--- src/rtl/ts_packet_scheduler_if.sv ---
// Byte-path bundle between the TS packet scheduler, the four channel packet
// buffers and the muxed byte output.
// master: scheduler side (pops buffers, drives output bytes and status).
// slave : environment side (byte pacing, channel status, buffer read data).
interface ts_packet_scheduler_if;
  logic        byte_stb;     // one-cycle byte-slot tick
  logic [3:0]  ch_enable;    // per-channel enable mask
  logic [3:0]  pkt_ready;    // channel k holds a complete packet
  logic [3:0]  rd_en;        // one-hot pop strobe to channel buffers
  logic [31:0] rd_data;      // channel k byte on [8k+7:8k], cycle after rd_en[k]
  logic [7:0]  data_out;     // muxed TS byte
  logic        d_valid_out;  // data_out valid pulse
  logic        p_sync_out;   // byte 0 of a packet
  logic [1:0]  grant;        // channel owning the output
  logic        grant_valid;  // channel packet in progress
  logic [3:0]  sync_err;     // granted channel byte 0 was not 0x47

  modport master (
    input  byte_stb, ch_enable, pkt_ready, rd_data,
    output rd_en, data_out, d_valid_out, p_sync_out, grant, grant_valid, sync_err
  );

  modport slave (
    output byte_stb, ch_enable, pkt_ready, rd_data,
    input  rd_en, data_out, d_valid_out, p_sync_out, grant, grant_valid, sync_err
  );
endinterface

--- src/rtl/ts_packet_scheduler.sv ---
// Packet-level round-robin scheduler for the 4-channel TS mux output path.
// Latency: byte strobe at cycle n -> rd_en at n, rd_data sampled n+1, output byte at n+2.
// Backpressure: none; byte_stb paces everything, one byte per strobe, no stalls.
// Ports: clk, rst_n (async active-low), bus (ts_packet_scheduler_if.master).
module ts_packet_scheduler #(
  parameter int PKT_LEN = 188,
  parameter bit NULL_EN = 1'b1
) (
  input  logic                   clk,
  input  logic                   rst_n,
  ts_packet_scheduler_if.master  bus
);

  localparam int CW = $clog2(PKT_LEN);

  typedef enum logic [1:0] {IDLE, SEND_CH, SEND_NULL} state_t;

  state_t        state;
  logic [CW-1:0] byte_cnt;
  logic [1:0]    last_grant;

  logic [3:0]    eligible;
  logic          pick_vld;
  logic [1:0]    pick_ch;
  logic [1:0]    cand;
  logic          start_ch;
  logic          consume;
  logic [3:0]    rd_en_c;
  logic [CW-1:0] null_idx;
  logic [7:0]    null_byte;

  // First-stage pipeline: describes the byte whose source data arrives next cycle.
  logic          s1_vld;
  logic          s1_sop;
  logic          s1_null;
  logic [1:0]    s1_ch;
  logic [7:0]    s1_nbyte;
  logic [7:0]    byte_mux;

  // Round-robin search starting after last_grant. Walk from the farthest
  // candidate to the nearest so the nearest eligible channel wins.
  always_comb begin
    eligible = bus.pkt_ready & bus.ch_enable;
    pick_vld = 1'b0;
    pick_ch  = last_grant;
    cand     = last_grant;
    for (int i = 4; i >= 1; i--) begin
      cand = last_grant + 2'(i);
      if (eligible[cand]) begin
        pick_vld = 1'b1;
        pick_ch  = cand;
      end
    end
  end

  assign start_ch = (state == IDLE) && bus.byte_stb && pick_vld;
  // A strobe produces a byte unless we idle with nothing eligible and nulls disabled.
  assign consume  = bus.byte_stb && ((state != IDLE) || pick_vld || NULL_EN);

  // Pop strobe is combinational so the buffer can present data next cycle.
  always_comb begin
    rd_en_c = 4'b0000;
    if (state == SEND_CH && bus.byte_stb) begin
      rd_en_c[bus.grant] = 1'b1;
    end else if (start_ch) begin
      rd_en_c[pick_ch] = 1'b1;
    end
  end
  assign bus.rd_en = rd_en_c;

  // Null packet header 47 1F FF 10, then stuffing.
  always_comb begin
    null_idx = (state == IDLE) ? '0 : byte_cnt;
    if (null_idx == CW'(0))      null_byte = 8'h47;
    else if (null_idx == CW'(1)) null_byte = 8'h1F;
    else if (null_idx == CW'(3)) null_byte = 8'h10;
    else                         null_byte = 8'hFF;
  end

  // Packet FSM: arbitration at packet boundaries, byte counting within a packet.
  always_ff @(posedge clk or negedge rst_n) begin
    if (!rst_n) begin
      state           <= IDLE;
      byte_cnt        <= '0;
      last_grant      <= 2'd3;
      bus.grant       <= 2'd0;
      bus.grant_valid <= 1'b0;
    end else begin
      case (state)
        IDLE: begin
          if (bus.byte_stb) begin
            if (pick_vld) begin
              state           <= SEND_CH;
              bus.grant       <= pick_ch;
              last_grant      <= pick_ch;
              bus.grant_valid <= 1'b1;
              byte_cnt        <= CW'(1);
            end else if (NULL_EN) begin
              state    <= SEND_NULL;
              byte_cnt <= CW'(1);
            end
          end
        end
        SEND_CH, SEND_NULL: begin
          if (bus.byte_stb) begin
            if (byte_cnt == CW'(PKT_LEN - 1)) begin
              byte_cnt        <= '0;
              state           <= IDLE;
              bus.grant_valid <= 1'b0;
            end else begin
              byte_cnt <= byte_cnt + CW'(1);
            end
          end
        end
        default: state <= IDLE;
      endcase
    end
  end

  assign byte_mux = s1_null ? s1_nbyte : bus.rd_data[{s1_ch, 3'b000} +: 8];

  // Two-stage byte pipeline; nulls travel the same path to keep latency uniform.
  always_ff @(posedge clk or negedge rst_n) begin
    if (!rst_n) begin
      s1_vld          <= 1'b0;
      s1_sop          <= 1'b0;
      s1_null         <= 1'b0;
      s1_ch           <= 2'd0;
      s1_nbyte        <= 8'h00;
      bus.data_out    <= 8'h00;
      bus.d_valid_out <= 1'b0;
      bus.p_sync_out  <= 1'b0;
      bus.sync_err    <= 4'b0000;
    end else begin
      s1_vld   <= consume;
      s1_sop   <= consume && (state == IDLE);
      s1_null  <= !((state == SEND_CH) || start_ch);
      s1_ch    <= start_ch ? pick_ch : bus.grant;
      s1_nbyte <= null_byte;

      if (s1_vld) begin
        bus.data_out <= byte_mux;
      end
      bus.d_valid_out <= s1_vld;
      bus.p_sync_out  <= s1_vld && s1_sop;
      // Flag a bad sync byte but forward the packet untouched.
      bus.sync_err    <= (s1_vld && s1_sop && !s1_null && (byte_mux != 8'h47))
                         ? (4'b0001 << s1_ch) : 4'b0000;
    end
  end

endmodule
--- src/flat_wrapper.sv ---
// flat-port wrapper written by rule: the top's interface ports become plain ports
module ts_packet_scheduler_flat 
#(
  parameter int PKT_LEN = 188,
  parameter bit NULL_EN = 1'b1
)
  (clk, rst_n, bus_byte_stb, bus_ch_enable, bus_pkt_ready, bus_rd_data, bus_rd_en, bus_data_out, bus_d_valid_out, bus_p_sync_out, bus_grant, bus_grant_valid, bus_sync_err);
  ts_packet_scheduler_if bus_i ();
  input  logic clk;
  input  logic rst_n;
  input wire logic [$bits(bus_i.byte_stb)-1:0] bus_byte_stb;
  input wire logic [$bits(bus_i.ch_enable)-1:0] bus_ch_enable;
  input wire logic [$bits(bus_i.pkt_ready)-1:0] bus_pkt_ready;
  input wire logic [$bits(bus_i.rd_data)-1:0] bus_rd_data;
  output wire logic [$bits(bus_i.rd_en)-1:0] bus_rd_en;
  output wire logic [$bits(bus_i.data_out)-1:0] bus_data_out;
  output wire logic [$bits(bus_i.d_valid_out)-1:0] bus_d_valid_out;
  output wire logic [$bits(bus_i.p_sync_out)-1:0] bus_p_sync_out;
  output wire logic [$bits(bus_i.grant)-1:0] bus_grant;
  output wire logic [$bits(bus_i.grant_valid)-1:0] bus_grant_valid;
  output wire logic [$bits(bus_i.sync_err)-1:0] bus_sync_err;
  assign bus_i.byte_stb = bus_byte_stb;
  assign bus_i.ch_enable = bus_ch_enable;
  assign bus_i.pkt_ready = bus_pkt_ready;
  assign bus_i.rd_data = bus_rd_data;
  assign bus_rd_en = bus_i.rd_en;
  assign bus_data_out = bus_i.data_out;
  assign bus_d_valid_out = bus_i.d_valid_out;
  assign bus_p_sync_out = bus_i.p_sync_out;
  assign bus_grant = bus_i.grant;
  assign bus_grant_valid = bus_i.grant_valid;
  assign bus_sync_err = bus_i.sync_err;
  ts_packet_scheduler #(.PKT_LEN(PKT_LEN), .NULL_EN(NULL_EN)) u_core (.clk(clk), .rst_n(rst_n), .bus(bus_i));
endmodule
--- config.mk ---
export PLATFORM = sky130hd
export DESIGN_NAME = ts_packet_scheduler_flat
export DESIGN_NICKNAME = d
export VERILOG_FILES = /design/src/rtl/ts_packet_scheduler_if.sv /design/src/rtl/ts_packet_scheduler.sv /design/src/flat_wrapper.sv
export SDC_FILE = /design/constraint.sdc
export NUM_CORES = 1
export LEC_CHECK = 0
export ABC_AREA = 1
export ABC_CLOCK_PERIOD_IN_PS = 1600
export BUFFER_PORTS_ARGS = -buffer_cell sky130_fd_sc_hd__clkbuf_2
export CORE_MARGIN = 2
export CORE_UTILIZATION = 47
export DETAILED_ROUTE_END_ITERATION = 16
export PLACE_DENSITY = 0.76
export SLEW_MARGIN = 10
export SYNTH_ARGS = -nofsm -noshare
export SYNTH_HDL_FRONTEND = slang
export SYNTH_SLANG_ARGS = --single-unit
--- constraint.sdc ---
create_clock -name clk -period 1.6 [get_ports clk]
set_input_delay 0.32 -clock clk [delete_from_list [all_inputs] [get_ports clk]]
set_output_delay 0.32 -clock clk [all_outputs]
set_load 0.1 [all_outputs]
== After elaboration in Yosys (flattened, before gate mapping) ==
Cells that the tools add are included.
Widths: inputs -> output; s select.
Cells by class
  shift operators: 2
  $add $sub $neg: 4
  multiplexer cells: 42
  $lt $le $gt $ge: 8
  bitwise logic cells: 1
  equality and inequality tests: 10
  reduce and logical (&&, ||, !) cells: 19
Operator list (number)
  $mux 8: 8
  $shiftx 32x6->8: 1
  $lt 2x3->1 const B: 6
  $mux 2: 8
  $pmux 8 s2: 1
  $mux 1: 14
  $mux 4: 3
  $reduce_and 3->1: 3
  $add 8x1->8 const B: 1
  $bmux 1 s2: 4
  $eq 8x1->1 const B: 1
  $eq 8x2->1 const B: 1
  $eq 8x8->1 const B: 1
  $logic_and 1x1->1: 8
  $logic_not 8->1: 1
  $ne 8x7->1 const B: 1
  $reduce_and 5->1: 1
  $add 2x2->2 const B: 2
  $and 4x4->4: 1
  $demux 1 s2: 2
  $ge 2x1->1 const B: 2
  $ne 2x1->1 const B: 2
  $ne 2x2->1 const B: 2
  $pmux 2 s2: 1
  10 further kinds: 11
Storage, ports and cells
  input port bits: 43
  word-level logic and storage cells: 100
  output and inout port bits: 21
  bits in registers: 42

== Depth between registers and ports, before layout ==
  word-level depth: 12
  mapped depth: 13
  gate-level depth less buffers: 12

== Worst setup path before layout ==
OpenSTA, ideal clock, no wires.
  path type: register -> output
  start: reg u_core.last_grant[0]
  end: out bus_rd_en[0]
  path slack: -1.323 ns
  arrival time: 2.603 ns
  data required time: 1.280 ns
  buffers on the path: 1
  stages on the path, launching flop included: 10
  cell sequence: dfstp_2 buf_6 nand3_1 nand2_1 inv_1 nand4_2 nand2_2 inv_2 nand3_1 o21bai_1
Between the ends
  cells in the longest elaborated chain, start to end: 12
  elaborated cells between the ends (all ways): 26
  classes of those cells: add/sub (3); order compare (2); mux (19); reduce/logical (2)
RTL lines
  start: declaration: RTL line ts_packet_scheduler.sv:20  | logic [1:0] last_grant;
  start signal: assignment: RTL line ts_packet_scheduler.sv:95  | last_grant <= pick_ch;
  $add 2x2->2: RTL line ts_packet_scheduler.sv:48  | cand = last_grant + 2'(i);
  $bmux 1 s2: RTL line ts_packet_scheduler.sv:49  | if (eligible[cand]) begin
  $mux 1 (implied by the code): RTL line ts_packet_scheduler.sv:49
  $mux 2 (3 in series): RTL line ts_packet_scheduler.sv:49
  $lt 2x3->1 (implied by the code) or $ge 2x1->1 (tied branches): RTL line ts_packet_scheduler.sv:66  | rd_en_c[pick_ch] = 1'b1;
  $logic_and 1x1->1 (implied by the code): RTL line ts_packet_scheduler.sv:66
  $mux 1 (implied by the code): RTL line ts_packet_scheduler.sv:66
  $demux 1 s2
  $mux 4 (*): RTL line ts_packet_scheduler.sv:65  | end else if (start_ch) begin
  $mux 4 (*): RTL line ts_packet_scheduler.sv:63  | if (state == SEND_CH && bus.byte_stb) begin
  end: declaration: RTL line flat_wrapper.sv:15  | output wire logic [$bits(bus_i.rd_en)-1:0] bus_rd_en;
Every way passes the cells marked *; elsewhere a longest branch is shown, timed or not. The select of a mux whose other input is x is not followed.

== Final worst setup path ==
  start: reg u_core.last_grant[0]
  end: out bus_rd_en[2]
Same word-level chain as after synthesis.

==> impl_metrics.csv <==
group,metric,value,unit
drt,drc_errors,0,
synth,mappedNetlistNets,366,
cells_and_area,drive_gt1_frac,0.421,
floorplanning,std_cell_rows,25,
setup_path,critPathArrivalTime,2.02,ns
clock_tree,clk_path_buf_depth,2,
timing,finalCritPeriodShare,1.46,
setup_path,cp-end-kind,"output port",
setup_path,cp_num_cells,12,
floorplanning,die-width,74.0,um
outcome,status,"finished, violations left",
placed_design,routabilityCongestion,0.897,
drt,drt-total-wl,5920,um
setup_path,critical_path.startpoint_type,"register",
synth,syn-mean-instance-area,7.19,um2
setup_path,cp_slowest_cell,"sky130_fd_sc_hd__dfstp_2",
power,cellPowerDensity,2280,nW/um2
timing,totalNegativeSetupSlack,-4.55,ns
clock_tree,tritoncts,"yes",
floorplanning,effective_utilization_at_floorplan,0.487,
drt,remaining_antenna_violation_count_after_routing,0,
timing,min_period,2.34,ns
drt,drt-wirelength-per-cell,12.3,um
setup_path,critPathMaxFanout,8,
placed_design,buffer_ports.inserted,63,
synth,syn_inst,320,
timing,relSlewSlack,0.637,
floorplanning,floorplan.core_area,4720,um2
timing,setup_repair_after_global_routing_missed_its_margin,"true",
setup_path,worst-setup-path-type,"register to output port",
drt,drt_iter0_markers,134,
drt,detailedRoute.firstPassIterationCount,4,
drt,detailroute.via_count,2379,
hold_path,hold_class,"input port to async pin",
global_routing,grt_first_pass_wirelength,8860,um
placed_design,hpwlAfterDp,3990,um
clock_tree,cts_buffers,5,
timing,fmaxAchievable,0.428,GHz
setup_path,timing.critical_path.mode_cell,"sky130_fd_sc_hd__nand2_2",
global_routing,number_of_antenna_violations_at_the_first_check_in_global_routing,0,
setup_path,worst_ep_required_time,1.28,ns
global_routing,track_usage,0.204,
floorplanning,floorplan.die.height,74.0,um
synth,synth_cell_type_count,32,
setup_path,crit_path_max_incr_delay,0.56,ns
outcome,failed_checks,"setup timing",
setup_path,worst_r2r_path_depth,15,
placed_design,dp.cells,468,
floorplanning,design.die.area,5470,um2
cells_and_area,finish.net_count,461,
timing,worst_slew_pin_slew,0.547,ns
clock_tree,h_tree_levels,2,
synth,syn_area,2300,um2
clock_tree,cts.sinks,39,
global_routing,overflow,0,
synth,synth.yosys.seq_area_share,0.425,
timing,report.final.hold_viol_count,0,
setup_path,critical_path.cell_chain,"buf_12 -> inv_8 -> nand3_2 -> nand2_2 -> nand2_2 -> nand3_1 -> nand2_1 -> nand2_2 -> inv_2 -> nand2_2 -> o21ai_4 -> buf_12",
cells_and_area,fillerInstances,346,
cells_and_area,layoutNonFillerInstCount,483,
clock_tree,ctsHoldBuffers,0,
timing,timing_max_transition_violations_final,0,
synth,yosys_warnings,0,
setup_path,critical_path.top_delay_family,"flip-flops",
cells_and_area,syn_to_final_growth,46.4,%
global_routing,grt_pass1_vias,2149,
run,maxcap_viol_count,0,
clock_tree,skew_pair_late_insertion_delay,0.29,ns
floorplanning,io-pin-count,64,
cells_and_area,antennaDiodeCount,0,
clock_tree,clkTransAtPathRegs,0.08,ns
synth,yosys_register_bits,39,
setup_path,critical_path_buf_inv_count,4,
timing,post-route-worst-setup-slack,-0.737,ns
drt,route.detailed.vias_per_inst,4.93,
power,max-vdd-ir-drop,0.00142,V
power,power.static_leakage,1.77,nW
timing,worst_clock_skew,0.00797,ns
global_routing,grt_max_degree,40,
clock_tree,clockRootBuffer,"sky130_fd_sc_hd__clkbuf_8",
timing,setup_viol,12,
cells in the final DEF, fill, tap and decap left out, types with 2 or more instances in the layout:
cell type	n
sky130_fd_sc_hd__dfrtp_1	36
sky130_fd_sc_hd__nand2_1	108
sky130_fd_sc_hd__nor3_2	2
sky130_fd_sc_hd__o21ai_2	3
sky130_fd_sc_hd__nor2_1	22
sky130_fd_sc_hd__clkbuf_8	5
sky130_fd_sc_hd__o21ai_0	6
sky130_fd_sc_hd__clkbuf_2	57
sky130_fd_sc_hd__nor2_4	2
sky130_fd_sc_hd__inv_1	25
sky130_fd_sc_hd__a21oi_1	7
sky130_fd_sc_hd__nand3_2	12
sky130_fd_sc_hd__nor3_1	3
sky130_fd_sc_hd__buf_12	7
sky130_fd_sc_hd__o21ai_4	2
sky130_fd_sc_hd__a21oi_2	3
sky130_fd_sc_hd__nand2_2	16
sky130_fd_sc_hd__nand3_1	18
sky130_fd_sc_hd__ha_1	2
sky130_fd_sc_hd__nor2_2	2
sky130_fd_sc_hd__buf_4	30
sky130_fd_sc_hd__dfstp_2	2
sky130_fd_sc_hd__clkinv_4	2
sky130_fd_sc_hd__nand2_4	10
sky130_fd_sc_hd__inv_2	7
sky130_fd_sc_hd__a31oi_1	6
cell type report:
class                   instances  area, um2  area share
repair buffers                 95        662       0.196
clock inverters                 3       43.8      0.0130
multi-input cells             240       1390       0.413
well taps                      67       83.8      0.0249
inverters                      34        140      0.0416
flip-flops and latches         39        980       0.291
clock buffers                   5       68.8      0.0204
through the flow:
step	area [um2]	total power [mW]	utilization	hold WS, ns	worst slack, ns
floorplan	2370	4.96	-	0.0244	-0.487
global placement	2970	5.99	0.629	0.396	-0.397
detailed placement	2970	6.06	0.629	0.399	-0.441
CTS	3190	7.17	0.675	0.0733	-0.664
global route	3370	8.20	0.713	0.0941	-0.820
finish	3370	7.69	0.713	0.0513	-0.737
registers in the layout, summed over array words and instances (netlist names):
register,cells
u_core.bus.grant_valid,1
u_core.s1_sop,1
u_core.s1_vld,1
u_core.bus.p_sync_out,1
u_core.state,2
u_core.s1_nbyte,5
u_core.bus.sync_err,4
u_core.bus.data_out,8
u_core.bus.d_valid_out,1
u_core.last_grant,2
u_core.bus.grant,2
u_core.byte_cnt,8
u_core.s1_ch,2
u_core.s1_null,1
path summary, 6_finish.rpt:
path | start | to | slack (ns)
worst max-delay path | u_core.last_grant[0] | bus_rd_en[2] | -0.74
worst min register to register | u_core.s1_sop | u_core.bus.p_sync_out | 0.46
max in group asynchronous | rst_n | u_core.last_grant[0] | 1.17
min in group clk | bus_byte_stb | u_core.s1_vld | 0.34
worst min-delay path | rst_n | u_core.bus.sync_err[3] | 0.05
worst max register to register | u_core.last_grant[0] | u_core.s1_ch[1] | -0.39
synthesized netlist by cell type, drive strengths merged:
library cell    n  area (um2)
buf             6        65.1
a32o            1        10.0
o31ai           1        7.51
o21ai          12        71.3
nor3            5        25.0
a21oi          10        50.1
a22o            1        8.76
dfstp           2        52.6
or2             1        6.26
a22oi           1        7.51
nor2           26         105
ha              3        37.5
nand3          31         175
dfrtp          37         926
a211oi          2        15.0
nor3b           1        7.51
o21bai          2        15.0
nand4           2        18.8
a31oi           7        43.8
clkbuf          1        3.75
inv            34         138
nand2         134         513
timing repair:
item                                    in CTS  in global routing
endpoints found under the setup margin      12                 24
pin swaps                                   10                  9
buffers inserted                             3                  4
gates resized for setup                     22                 35
endpoints found under the hold margin        0                  0
report_power, final:
group	total, mW	internal (mW)	switching [mW]
registers	1.54	1.33	0.213
logic	5.33	1.75	3.57
clock network	0.816	0.464	0.352
per-layer routing:
layer | up-vias | GRT usage | share of wire
met4 | 0 | 0.0626 | 0.014
met1 | 1073 | 0.252 | 0.42
li1 | 1216 | - | -
met2 | 82 | 0.363 | 0.51
met5 | - | 0 | 0
met3 | 8 | 0.0379 | 0.052
kinds of logic after synthesis:
kind of cell	Yosys count	share of synthesized area
AOI/OAI and AO/OA	37	0.0995
adders and majority gates	3	0.0163
buffers and inverters	41	0.0897
DFF	39	0.425
and+or+nand+nor	200	0.370
No activity file was read; power rests on OpenSTA's default activity.
